File: src/rtl/dsp_ccff_mode_loader.sv
// ---------------------------------------------------------------------------
// dsp_ccff_mode_loader
//   Loads the DSP tile's CHAIN_LEN-bit mode configuration chain (CCFF) from a
//   parallel word. One word is taken per cfg_valid/cfg_ready handshake and is
//   shifted MSB first into ccff_head with config_enable held high. The DSP
//   local reset is held asserted while the chain contents are changing.
//
//   Optional feature: define DSP_CCFF_VERIFY_EN to add a VERIFY pass that
//   recirculates the chain (ccff_head = ccff_tail) for CHAIN_LEN cycles and
//   compares every bit leaving ccff_tail against the captured word.
//
// Handshake: a word transfers on a rising prog_clock edge where
//   cfg_valid && cfg_ready && !abort. cfg_ready is high only in IDLE, does not
//   depend on cfg_valid, and cfg_valid may drop without a transfer. cfg_data is
//   sampled only on the transferring edge.
//
// Ports
//   prog_clock, prog_reset_n : configuration clock, async active-low reset
//   cfg_valid/cfg_ready/cfg_data : mode word input handshake
//   abort          : terminate the current load (ignored in IDLE)
//   config_enable  : CCFF shift enable to the DSP chain
//   ccff_head      : serial data into the chain
//   ccff_tail      : serial data out of the chain (used only by VERIFY)
//   dsp_lreset     : DSP local reset, high from accept until a load completes
//   busy           : high in any non-IDLE state
//   done           : one-cycle pulse when a load (and verify) completes
//   err            : sticky verify-mismatch / abort flag, cleared on accept
//   dbg_state      : current FSM state encoding
// ---------------------------------------------------------------------------
module dsp_ccff_mode_loader #(
  parameter int CHAIN_LEN = 84,
  parameter int CNT_W     = 7
) (
  input  logic                 prog_clock,
  input  logic                 prog_reset_n,
  input  logic                 cfg_valid,
  output logic                 cfg_ready,
  input  logic [CHAIN_LEN-1:0] cfg_data,
  input  logic                 abort,
  output logic                 config_enable,
  output logic                 ccff_head,
  input  logic                 ccff_tail,
  output logic                 dsp_lreset,
  output logic                 busy,
  output logic                 done,
  output logic                 err,
  output logic [1:0]           dbg_state
);

`ifdef DSP_CCFF_VERIFY_EN
  typedef enum logic [1:0] {
    S_IDLE   = 2'd0,
    S_SHIFT  = 2'd1,
    S_VERIFY = 2'd2,
    S_DONE   = 2'd3
  } state_e;
`else
  typedef enum logic [1:0] {
    S_IDLE   = 2'd0,
    S_SHIFT  = 2'd1,
    S_DONE   = 2'd3
  } state_e;
`endif

  localparam logic [CNT_W-1:0] LAST = CNT_W'(CHAIN_LEN - 1);

  state_e               state_q, state_d;
  logic [CNT_W-1:0]     cnt_q, cnt_d;
  logic [CHAIN_LEN-1:0] shadow_q, shadow_d;
  logic                 cen_q, cen_d;
  logic                 head_q, head_d;
  logic                 lreset_q, lreset_d;
  logic                 err_q, err_d;

  always_ff @(posedge prog_clock or negedge prog_reset_n) begin
    if (!prog_reset_n) begin
      state_q  <= S_IDLE;
      cnt_q    <= '0;
      shadow_q <= '0;
      cen_q    <= 1'b0;
      head_q   <= 1'b0;
      lreset_q <= 1'b0;
      err_q    <= 1'b0;
    end else begin
      state_q  <= state_d;
      cnt_q    <= cnt_d;
      shadow_q <= shadow_d;
      cen_q    <= cen_d;
      head_q   <= head_d;
      lreset_q <= lreset_d;
      err_q    <= err_d;
    end
  end

  always_comb begin
    state_d  = state_q;
    cnt_d    = cnt_q;
    shadow_d = shadow_q;
    cen_d    = cen_q;
    head_d   = head_q;
    lreset_d = lreset_q;
    err_d    = err_q;

    case (state_q)
      S_IDLE: begin
        // abort wins over a coincident accept: the word is left on the bus.
        if (cfg_valid && !abort) begin
          state_d  = S_SHIFT;
          shadow_d = cfg_data;
          cnt_d    = '0;
          cen_d    = 1'b1;
          head_d   = cfg_data[CHAIN_LEN-1];
          lreset_d = 1'b1;
          err_d    = 1'b0;
        end
      end

      S_SHIFT: begin
        // head_q already carries shadow[LAST-cnt]; preload the next bit.
        if (cnt_q == LAST) begin
          head_d = 1'b0;
`ifdef DSP_CCFF_VERIFY_EN
          state_d = S_VERIFY;
          cnt_d   = '0;
`else
          state_d  = S_DONE;
          cen_d    = 1'b0;
          lreset_d = 1'b0;
`endif
        end else begin
          cnt_d  = cnt_q + 1'b1;
          head_d = shadow_q[LAST - CNT_W'(1) - cnt_q];
        end
      end

`ifdef DSP_CCFF_VERIFY_EN
      S_VERIFY: begin
        if (ccff_tail != shadow_q[LAST - cnt_q]) err_d = 1'b1;
        if (cnt_q == LAST) begin
          state_d  = S_DONE;
          cen_d    = 1'b0;
          lreset_d = 1'b0;
        end else begin
          cnt_d = cnt_q + 1'b1;
        end
      end
`endif

      S_DONE: begin
        state_d = S_IDLE;
        cnt_d   = '0;
      end

      default: begin
        state_d = S_IDLE;
      end
    endcase

    // Abort leaves dsp_lreset as it is: the chain is only partially loaded.
    if (abort && (state_q != S_IDLE)) begin
      state_d = S_IDLE;
      cnt_d   = '0;
      cen_d   = 1'b0;
      head_d  = 1'b0;
      err_d   = 1'b1;
    end
  end

`ifdef DSP_CCFF_VERIFY_EN
  // Recirculation during VERIFY restores the chain to its loaded contents.
  assign ccff_head = (state_q == S_VERIFY) ? ccff_tail : head_q;
`else
  logic unused_inputs;
  assign unused_inputs = ccff_tail ^ shadow_q[CHAIN_LEN-1];
  assign ccff_head     = head_q;
`endif

  assign cfg_ready     = (state_q == S_IDLE);
  assign busy          = (state_q != S_IDLE);
  assign done          = (state_q == S_DONE);
  assign config_enable = cen_q;
  assign dsp_lreset    = lreset_q;
  assign err           = err_q;
  assign dbg_state     = state_q;

endmodule
File: config.mk
export PLATFORM = sky130hd
export DESIGN_NAME = dsp_ccff_mode_loader
export DESIGN_NICKNAME = d
export VERILOG_FILES = /design/src/rtl/dsp_ccff_mode_loader.sv
export SDC_FILE = /design/constraint.sdc
export NUM_CORES = 1
export LEC_CHECK = 0
export ABC_AREA = 1
export BUFFER_PORTS_ARGS = -buffer_cell sky130_fd_sc_hd__buf_2
export CAP_MARGIN = 20
export CORE_MARGIN = 2
export CORE_UTILIZATION = 25
export CTS_BUF_LIST = sky130_fd_sc_hd__clkbuf_16
export DETAILED_ROUTE_END_ITERATION = 8
export PLACE_DENSITY_LB_ADDON = 0.12
export SKIP_LAST_GASP = 1
export SLEW_MARGIN = 10
export SYNTH_ARGS = -nofsm -noshare
export SYNTH_HDL_FRONTEND = slang
export SYNTH_SLANG_ARGS = --single-unit
export TNS_END_PERCENT = 30
File: constraint.sdc
create_clock -name prog_clock -period 2.5 [get_ports prog_clock]
set_input_delay 0.25 -clock prog_clock [delete_from_list [all_inputs] [get_ports prog_clock]]
set_output_delay 0.25 -clock prog_clock [all_outputs]
set_load 0.005 [all_outputs]
* Word-level counts from Yosys, hierarchy flattened
Cells that the tools add are included.
Storage, ports and cells: bits of input ports 89, logic and storage cells 56, output and inout port bits 9, bits in registers 97
Operators by class: multiplexer cells 21, order comparisons 1, reductions and logical operators 17, add/sub/neg operators 2, equal/unequal tests 8
Operators with widths (count):
- 2-to-1 mux 7 bit | 3
- one-hot mux 7 bit (3 select lines) | 1
- 2-to-1 mux 1 bit | 10
- AND reduction 3 bit | 3
- < comparator 7 x 8 -> 1 bit, second input constant | 1
- AND reduction 2 bit | 4
- nonzero test 2 bit | 4
- adder 7 x 1 -> 7 bit, second input constant | 1
- binary-select mux 1 bit (select 7 bit) | 1
- equality test 7 bit, second input constant | 1
- subtractor 7 bit, first input constant | 1
- 2-to-1 mux 2 bit | 3
- != test 3 bit, second input constant | 2
- one-hot mux 1 bit (2 select lines) | 2
- one-hot mux 2 bit (2 select lines) | 1
- nonzero test 4 bit | 1
- != test 3 x 1 -> 1 bit, second input constant | 1
- nonzero test 3 bit | 1
- equality test 2 x 1 -> 1 bit, second input constant | 1
- equality test 2 bit, second input constant | 1
- logical AND 1 bit | 2
- logical NOT 2 bit | 1
- != test 2 x 1 -> 1 bit, second input constant | 1
- != test 2 bit, second input constant | 1
- logical NOT 1 bit | 1

* Longest topological paths before layout
Gate-level depths: netlist (run 1).
word-level depth 6, gate-level depth with buffers 13, mapped depth without buffers 13

* Worst setup path after synthesis (run 1)
Ideal clock, no wire load.
kind flip-flop to flip-flop, start point register cnt_q[0], end point register head_q, in the netlist ccff_head, data required time 2.380 ns, data arrival time 1.619 ns, clock period less this slack 1.739 ns, slack 0.761 ns, stages on the path, launching flop included 13, cells stage by stage dfrtp_1 ha_1 inv_1 clkbuf_1 nand3_1 nand3_1 nand3_1 nand3_1 nand3_1 nand2_1 nand2_1 nand2_1 nand2_1
On the way: word-level cells in the longest chain between the ends 6, elaborated cells between the ends (all ways) 7, those cells by class 1 x add/sub; 1 x eq/ne; 5 x mux
RTL lines:
- start: declaration | RTL line 68 | logic [CNT_W-1:0] cnt_q, cnt_d;
- start signal: assignment | RTL line 86 | cnt_q <= cnt_d;
- subtractor 7 bit | RTL line 132 | head_d = shadow_q[LAST - CNT_W'(1) - cnt_q];
- binary-select mux 1 bit (select 7 bit) | RTL line 132
- 2-to-1 mux 1 bit (implied by the code) | RTL line 132
- 2-to-1 mux 1 bit * | RTL line 120 | if (cnt_q == LAST) begin
- one-hot mux 1 bit (2 select lines) * | RTL line 104 | case (state_q)
- 2-to-1 mux 1 bit * | RTL line 160 | if (abort && (state_q != S_IDLE)) begin
- end signal: assignment | RTL line 81 | head_q <= 1'b0;
- end signal: assignment | RTL line 89 | head_q <= head_d;
- end: declaration | RTL line 71 | logic head_q, head_d;
Every way passes the cells marked *; elsewhere a longest branch is shown, timed or not. The select of a mux whose other input is x is not followed. A chain may end at the register's enable or synchronous reset.

* Worst setup path after layout (run 1)
Same ends and word-level chain as after synthesis.

==> results of run 1 <==
flip-flops by register name, indices dropped and copies added (netlist names):
signal and count:
config_enable 1, shadow_q 84, dbg_state 2, err 1, cnt_q 7, dsp_lreset 1
ccff_head 1
what timing repair did:
action,4_1_cts,5_1_grt
hold buffers,1,0
endpoints found under the hold margin,49,0
endpoints found under the setup margin,0,0
cell type report:
type	count	area, um^2	area share (%)
clock buffer	9	225	3.88
clock inverter	6	51.3	0.884
inverter	28	105	1.81
multi-input combinational	495	2070	35.8
sequential	97	2430	41.8
tap	234	293	5.05
timing repair buffer	113	626	10.8
power by group through the flow:
stage               registers, uW  logic [uW]  clock network (uW)
finish                       2680        2970                1360
global route                 2790        3480                1460
CTS                          2690        3050                1400
detailed placement           2710        3040                   0
global placement             2690        3010                   0
floorplan                    2600        2110                   0
cells by family (layout without fill, tap and decap cells):
kind of cell | after synthesis | count (layout) | share of synthesized area, %
AND/OR/NAND/NOR | 469 | 469 | 40.1
flip-flops | 97 | 97 | 51.1
buffers and inverters | 59 | 156 | 5.19
AO/OA/AOI/OAI | 20 | 20 | 2.16
adder cells (fa/ha/maj) | 4 | 4 | 1.05
XOR/XNOR | 2 | 2 | 0.369
cells in the mapped netlist:
cell type  number  area share (%)
nor3_1          5            0.53
xor2_1          2            0.37
nor3_4          1            0.34
nand3_1        83             8.7
o21ai_1         2            0.21
nor2_4          1            0.24
nor2_2          1            0.13
nor2_1         11            0.87
a21oi_1         4            0.42
nor3b_2         1            0.26
dfrtp_1        97              51
buf_1           2            0.16
buf_2          11             1.2
a31oi_1         1            0.13
o21ai_0        12             1.3
clkbuf_1       15             1.2
inv_2           4            0.32
nand2_1       365              29
o22ai_1         1            0.13
nand2_2         1            0.13
clkinv_1        1           0.079
inv_1          23             1.8
buf_4           3            0.47
ha_1            4             1.1
critical path, cell delays in order, from the launching register on:
cell      delay [ns]
dfrtp_1         0.42
ha_1            0.25
inv_1           0.10
nand2_1         0.09
nand2_2         0.08
clkinv_1        0.35
nand3_1         0.19
nand3_1         0.10
nand3_1         0.12
nand3_1         0.08
nand2_1         0.07
nand2_1         0.05
nand2_1         0.08
nand2_1         0.05
layer usage:
metal	vias to the layer above	wire [um]	track usage [%]
li1	2208	-	-
met5	-	0	0
met2	100	6360	23.4
met3	14	538	2.19
met4	0	279	5.89
met1	2006	6610	19.2
placed cells by master (no fill, tap or decap), types with 5 or more instances in the layout:
cell type and instances:
inv_1 24, buf_2 95, clkbuf_16 9, nor3_1 5, nand2_1 365, nor2_1 11
dfrtp_1 97, o21ai_0 12, nand3_1 83, buf_4 16
through the flow:
step | cell area (um^2) | hold WS (ns) | setup WS (ns) | cells | total power, uW
2_1_floorplan | 4750 | -0.0456 | 0.761 | 651 | 4710
3_3_place_gp | 5520 | 0.346 | 0.393 | 966 | 5700
3_5_place_dp | 5520 | 0.350 | 0.344 | 966 | 5750
4_1_cts | 5800 | 0.0859 | 0.327 | 982 | 7140
5_1_grt | 5800 | 0.0931 | 0.185 | 982 | 7720
6_report | 5800 | 0.0984 | 0.365 | 982 | 7000
path summary, 6_finish.rpt:
check	from	end	slack, ns	depth (start not counted)
max	cnt_q[0]	ccff_head	0.36	13
min	cfg_data[45]	shadow_q[45]	0.1	3
max reg2reg	cnt_q[0]	ccff_head	0.36	13
min reg2reg	shadow_q[34]	shadow_q[34]	0.47	2
max in group asynchronous	prog_reset_n	shadow_q[76]	1.22	3
min in group asynchronous	prog_reset_n	shadow_q[14]	0.49	2
==> results.sh, run 1 <==
export IMPL_cts_tree="built"
export IMPL_switching_share_pct=41.1
export IMPL_synth_seq_area_share_pct=51.1
export IMPL_cts_buffers=9
export IMPL_dpl_hpwl_um=9560
export IMPL_clk_latency_ns=0.35
export IMPL_fin_crit_ns=2.14
export IMPL_cts_max_level=3
export IMPL_port_buffers=96
export IMPL_die_h_um=142
export IMPL_cts_sinks=97
export IMPL_dieArea_um2=20100
export IMPL_clockBufferDepth=2
export IMPL_fp_coreArea_um2=18600
export IMPL_track_usage_pct=14.4
export IMPL_vias=4328
export IMPL_worstSetupStartpointType="flop"
export IMPL_syn_avg_cell_area_um2=7.29
export IMPL_drtIter0Drc=237
export IMPL_post_cts_buffers=0
export IMPL_netSwitchingPower_uw=2880
export IMPL_grt_max_degree=67
export IMPL_ant_nets=0
export IMPL_ctsRootBufferMaster="clkbuf_16"
export IMPL_antenna_found_initial=0
export IMPL_area_growth_pct=22.2
export IMPL_fillerInstances=2080
export IMPL_combinationalPowerShare_pct=42.3
export IMPL_ctsResizeCount=0
export IMPL_synth_nets=744
export IMPL_skew_ns=0.00664
export IMPL_hold_viol=0
export IMPL_cp_max_fo=10
export IMPL_end_kind="flop"
export IMPL_power_density_nw_per_um2=1210
export IMPL_fmax_mhz=468
export IMPL_rows=50
export IMPL_drt_pre_antenna_iters=5
export IMPL_grt_pass1_vias=4379
export IMPL_synth_seq_cells=97
export IMPL_relSlewSlack_pct=52.9
export IMPL_required_ns=2.74
export IMPL_grt_setup_unrepaired="no"
export IMPL_wl_per_cell_um=14.0
export IMPL_drv_cap=0
export IMPL_worst_slew_pin_slew_ns=0.706
export IMPL_setup_viol=0
export IMPL_chipWidth_um=142
export IMPL_viasPerCell=4.41
export IMPL_min_path_type="in -> reg"
export IMPL_initial_core_util_pct=25.5
export IMPL_synth_warnings=0
export IMPL_cp_arrival_ns=2.37
export IMPL_wl_um=13800
export IMPL_leakage_uw=0.00313
export IMPL_nNetsFinal=837
export IMPL_critical_path_class="reg -> reg"
export IMPL_place_congestion=0.795
export IMPL_drv_slew=0
export IMPL_drive_gt1_share_pct=17.8
export IMPL_syn_inst=651
export IMPL_finalCoreUtilization_pct=31.1
export IMPL_netlist_area_um2=4750
export IMPL_intPower_uw=4120
export IMPL_seqPwrFrac_pct=38.3
export IMPL_num_antenna_cells=0
export IMPL_drc=0
export IMPL_finalSetupTns_ns=0
export IMPL_path_clk_slew_ns=0.07
export IMPL_grt_pass1_wl_um=22500
export IMPL_grt_overflow_total=0
export IMPL_outcome="finished clean"
export IMPL_io_pins=98
export IMPL_period_share_pct=85.4
export IMPL_synth_cell_types=24
export IMPL_p_clk_share_pct=19.3
export IMPL_vdd_ir_drop_max_mv=0.379
(Power assumes the default switching activity.)
==> run 2, diff against run 1 <==
--- a/config.mk
+++ b/config.mk
@@ -8,6 +8,8 @@
 export ABC_AREA = 1
 export BUFFER_PORTS_ARGS = -buffer_cell sky130_fd_sc_hd__buf_2
 export CAP_MARGIN = 20
+export CELL_PAD_IN_SITES_DETAIL_PLACEMENT = 1
+export CELL_PAD_IN_SITES_GLOBAL_PLACEMENT = 2
 export CORE_MARGIN = 2
 export CORE_UTILIZATION = 25
 export CTS_BUF_LIST = sky130_fd_sc_hd__clkbuf_16
==> run 2 against run 1 <==
Clock-buffer cell count is the same. Clock power shrank 7%. Largest cell class unchanged. Cell area shrank 0.54%.
==> results.sh, run 2 (synthesis results as in run 1) <==
export IMPL_chipWidth_um=142
export IMPL_netSwitchingPower_uw=2900
export IMPL_layout_commonest_cell="nand2_1"
export IMPL_fillerInstances=2354
export IMPL_num_antenna_cells=0
export IMPL_grt_pass1_wl_um=23600
export IMPL_ctsResizeCount=0
export IMPL_finalSetupTns_ns=0
export IMPL_viasPerCell=4.43
export IMPL_drc=0
export IMPL_required_ns=2.73
export IMPL_p_clk_share_pct=18.4
export IMPL_critical_path_class="reg -> reg"
export IMPL_ctsRootBufferMaster="clkbuf_16"
export IMPL_switching_share_pct=42.0
export IMPL_initial_core_util_pct=25.5
export IMPL_worstSetupStartpointType="flop"
export IMPL_cts_buffers=9
export IMPL_seqPwrFrac_pct=38.9
export IMPL_drive_gt1_share_pct=17.4
export IMPL_drt_pre_antenna_iters=4
export IMPL_vdd_ir_drop_max_mv=0.372
export IMPL_outcome="finished clean"
export IMPL_largest_reg_flops=84
export IMPL_path_clk_slew_ns=0.07
export IMPL_leakage_uw=0.00310
export IMPL_worst_slew_pin_slew_ns=0.900
export IMPL_combinationalPowerShare_pct=42.6
export IMPL_track_usage_pct=15.0
export IMPL_fp_coreArea_um2=18600
export IMPL_io_pins=98
export IMPL_stdcell_count=979
export IMPL_clk_latency_ns=0.35
export IMPL_period_share_pct=83.3
export IMPL_regMostFlops="shadow_q"
export IMPL_wl_per_cell_um=14.5
export IMPL_clockBufferDepth=2
export IMPL_dieArea_um2=20100
export IMPL_placed_area_um2=5500
export IMPL_grt_overflow_total=0
export IMPL_dpl_hpwl_um=9770
export IMPL_grt_max_degree=90
export IMPL_cts_max_level=3
export IMPL_hold_viol=0
export IMPL_antenna_found_initial=0
export IMPL_end_kind="flop"
export IMPL_min_path_type="in -> reg"
export IMPL_layout_cell_area_non_filler_um2=5770
export IMPL_grt_pass1_vias=4635
export IMPL_fmax_mhz=480
export IMPL_die_h_um=142
export IMPL_nNetsFinal=833
export IMPL_relSlewSlack_pct=40.0
export IMPL_rows=50
export IMPL_power_uw=6910
export IMPL_mostFrequentLayoutCells="365 x nand2_1, 97 x dfrtp_1, 95 x buf_2"
export IMPL_place_congestion=0.793
export IMPL_cts_sinks=97
export IMPL_drv_cap=0
export IMPL_grt_setup_unrepaired="no"
export IMPL_area_growth_pct=21.5
export IMPL_cts_tree="built"
export IMPL_wl_um=14200
export IMPL_port_buffers=96
export IMPL_vias=4334
export IMPL_skew_ns=0.00554
export IMPL_power_density_nw_per_um2=1200
export IMPL_ant_nets=0
export IMPL_fin_crit_ns=2.08
export IMPL_post_place_cells=962
export IMPL_cp_arrival_ns=2.31
export IMPL_drv_slew=0
export IMPL_intPower_uw=4010
export IMPL_setup_viol=0
export IMPL_drtIter0Drc=144
export IMPL_cp_max_fo=10
## run 2: cell types whose count changed in the layout (fill, tap and decap cells not counted), sizes merged
cell and change:
buf -4, bufinv -1, clkinv +2, clkinvlp +1, inv -1
## run 2: repair_timing
| action | 4_1_cts | 5_1_grt |
|---|---|---|
| buffers inserted | 0 | 0 |
| endpoints found under the hold margin | 39 | 0 |
| endpoints found under the setup margin | 0 | 0 |
| hold buffers | 1 | 0 |
## run 2: final cells by class
cell class | instances | area (um^2) | share of cell area [%]
multi-input cells | 495 | 2070 | 35.9
well taps | 234 | 293 | 5.07
flip-flops and latches | 97 | 2430 | 42.1
inverters | 28 | 105 | 1.82
repair buffers | 109 | 608 | 10.5
clock buffers | 9 | 225 | 3.90
clock inverters | 7 | 37.5 | 0.650
## run 2: metrics by stage
step | hold slack [ns] | util [%] | setup slack, ns
6_report | 0.0953 | 31.0 | 0.417
5_1_grt | 0.103 | 31.0 | 0.125
4_1_cts | 0.0833 | 31.0 | 0.382
3_5_place_dp | 0.282 | 29.5 | 0.399
3_3_place_gp | 0.284 | 29.5 | 0.483
2_1_floorplan | -0.0456 | - | 0.761
## run 2: metal layers
layer / up-vias / global-route usage, % / part of all wire (%)
li1: 2205 / - / -
met1: 2052 / 19.5 / 48
met2: 62 / 25.4 / 48
met3: 15 / 2.19 / 2.6
met4: 0 / 5.47 / 2.0
met5: - / 0 / 0
## run 2: worst max-delay path, cell delays in order (launching register included)
cell and delay (ns):
dfrtp_1 0.39, ha_1 0.23, inv_1 0.10, nand2_1 0.08
nand2_2 0.08, clkinv_1 0.36, nand3_1 0.24, nand3_1 0.10
nand2_1 0.08, nand2_1 0.06, nand2_1 0.06, a21oi_1 0.06
nand2_1 0.08, nand2_1 0.05
## run 2: path summary, 6_finish.rpt
check	end	slack (ns)	depth (start not counted)	start
hold / removal	shadow_q[53]	0.1	3	cfg_data[53]
setup reg to reg	ccff_head	0.42	13	cnt_q[0]
hold reg to reg	shadow_q[48]	0.47	2	shadow_q[48]
setup / recovery	ccff_head	0.42	13	cnt_q[0]
min in group asynchronous	shadow_q[15]	0.43	2	prog_reset_n
max in group asynchronous	shadow_q[0]	1.33	3	prog_reset_n
## run 2: power by group through the flow
stage | sequential [uW] | clock [uW] | combinational (uW)
floorplan | 2600 | 0 | 2110
global placement | 2700 | 0 | 3040
detailed placement | 2720 | 0 | 3050
CTS | 2700 | 1330 | 3070
global route | 2790 | 1370 | 3490
finish | 2690 | 1270 | 2950
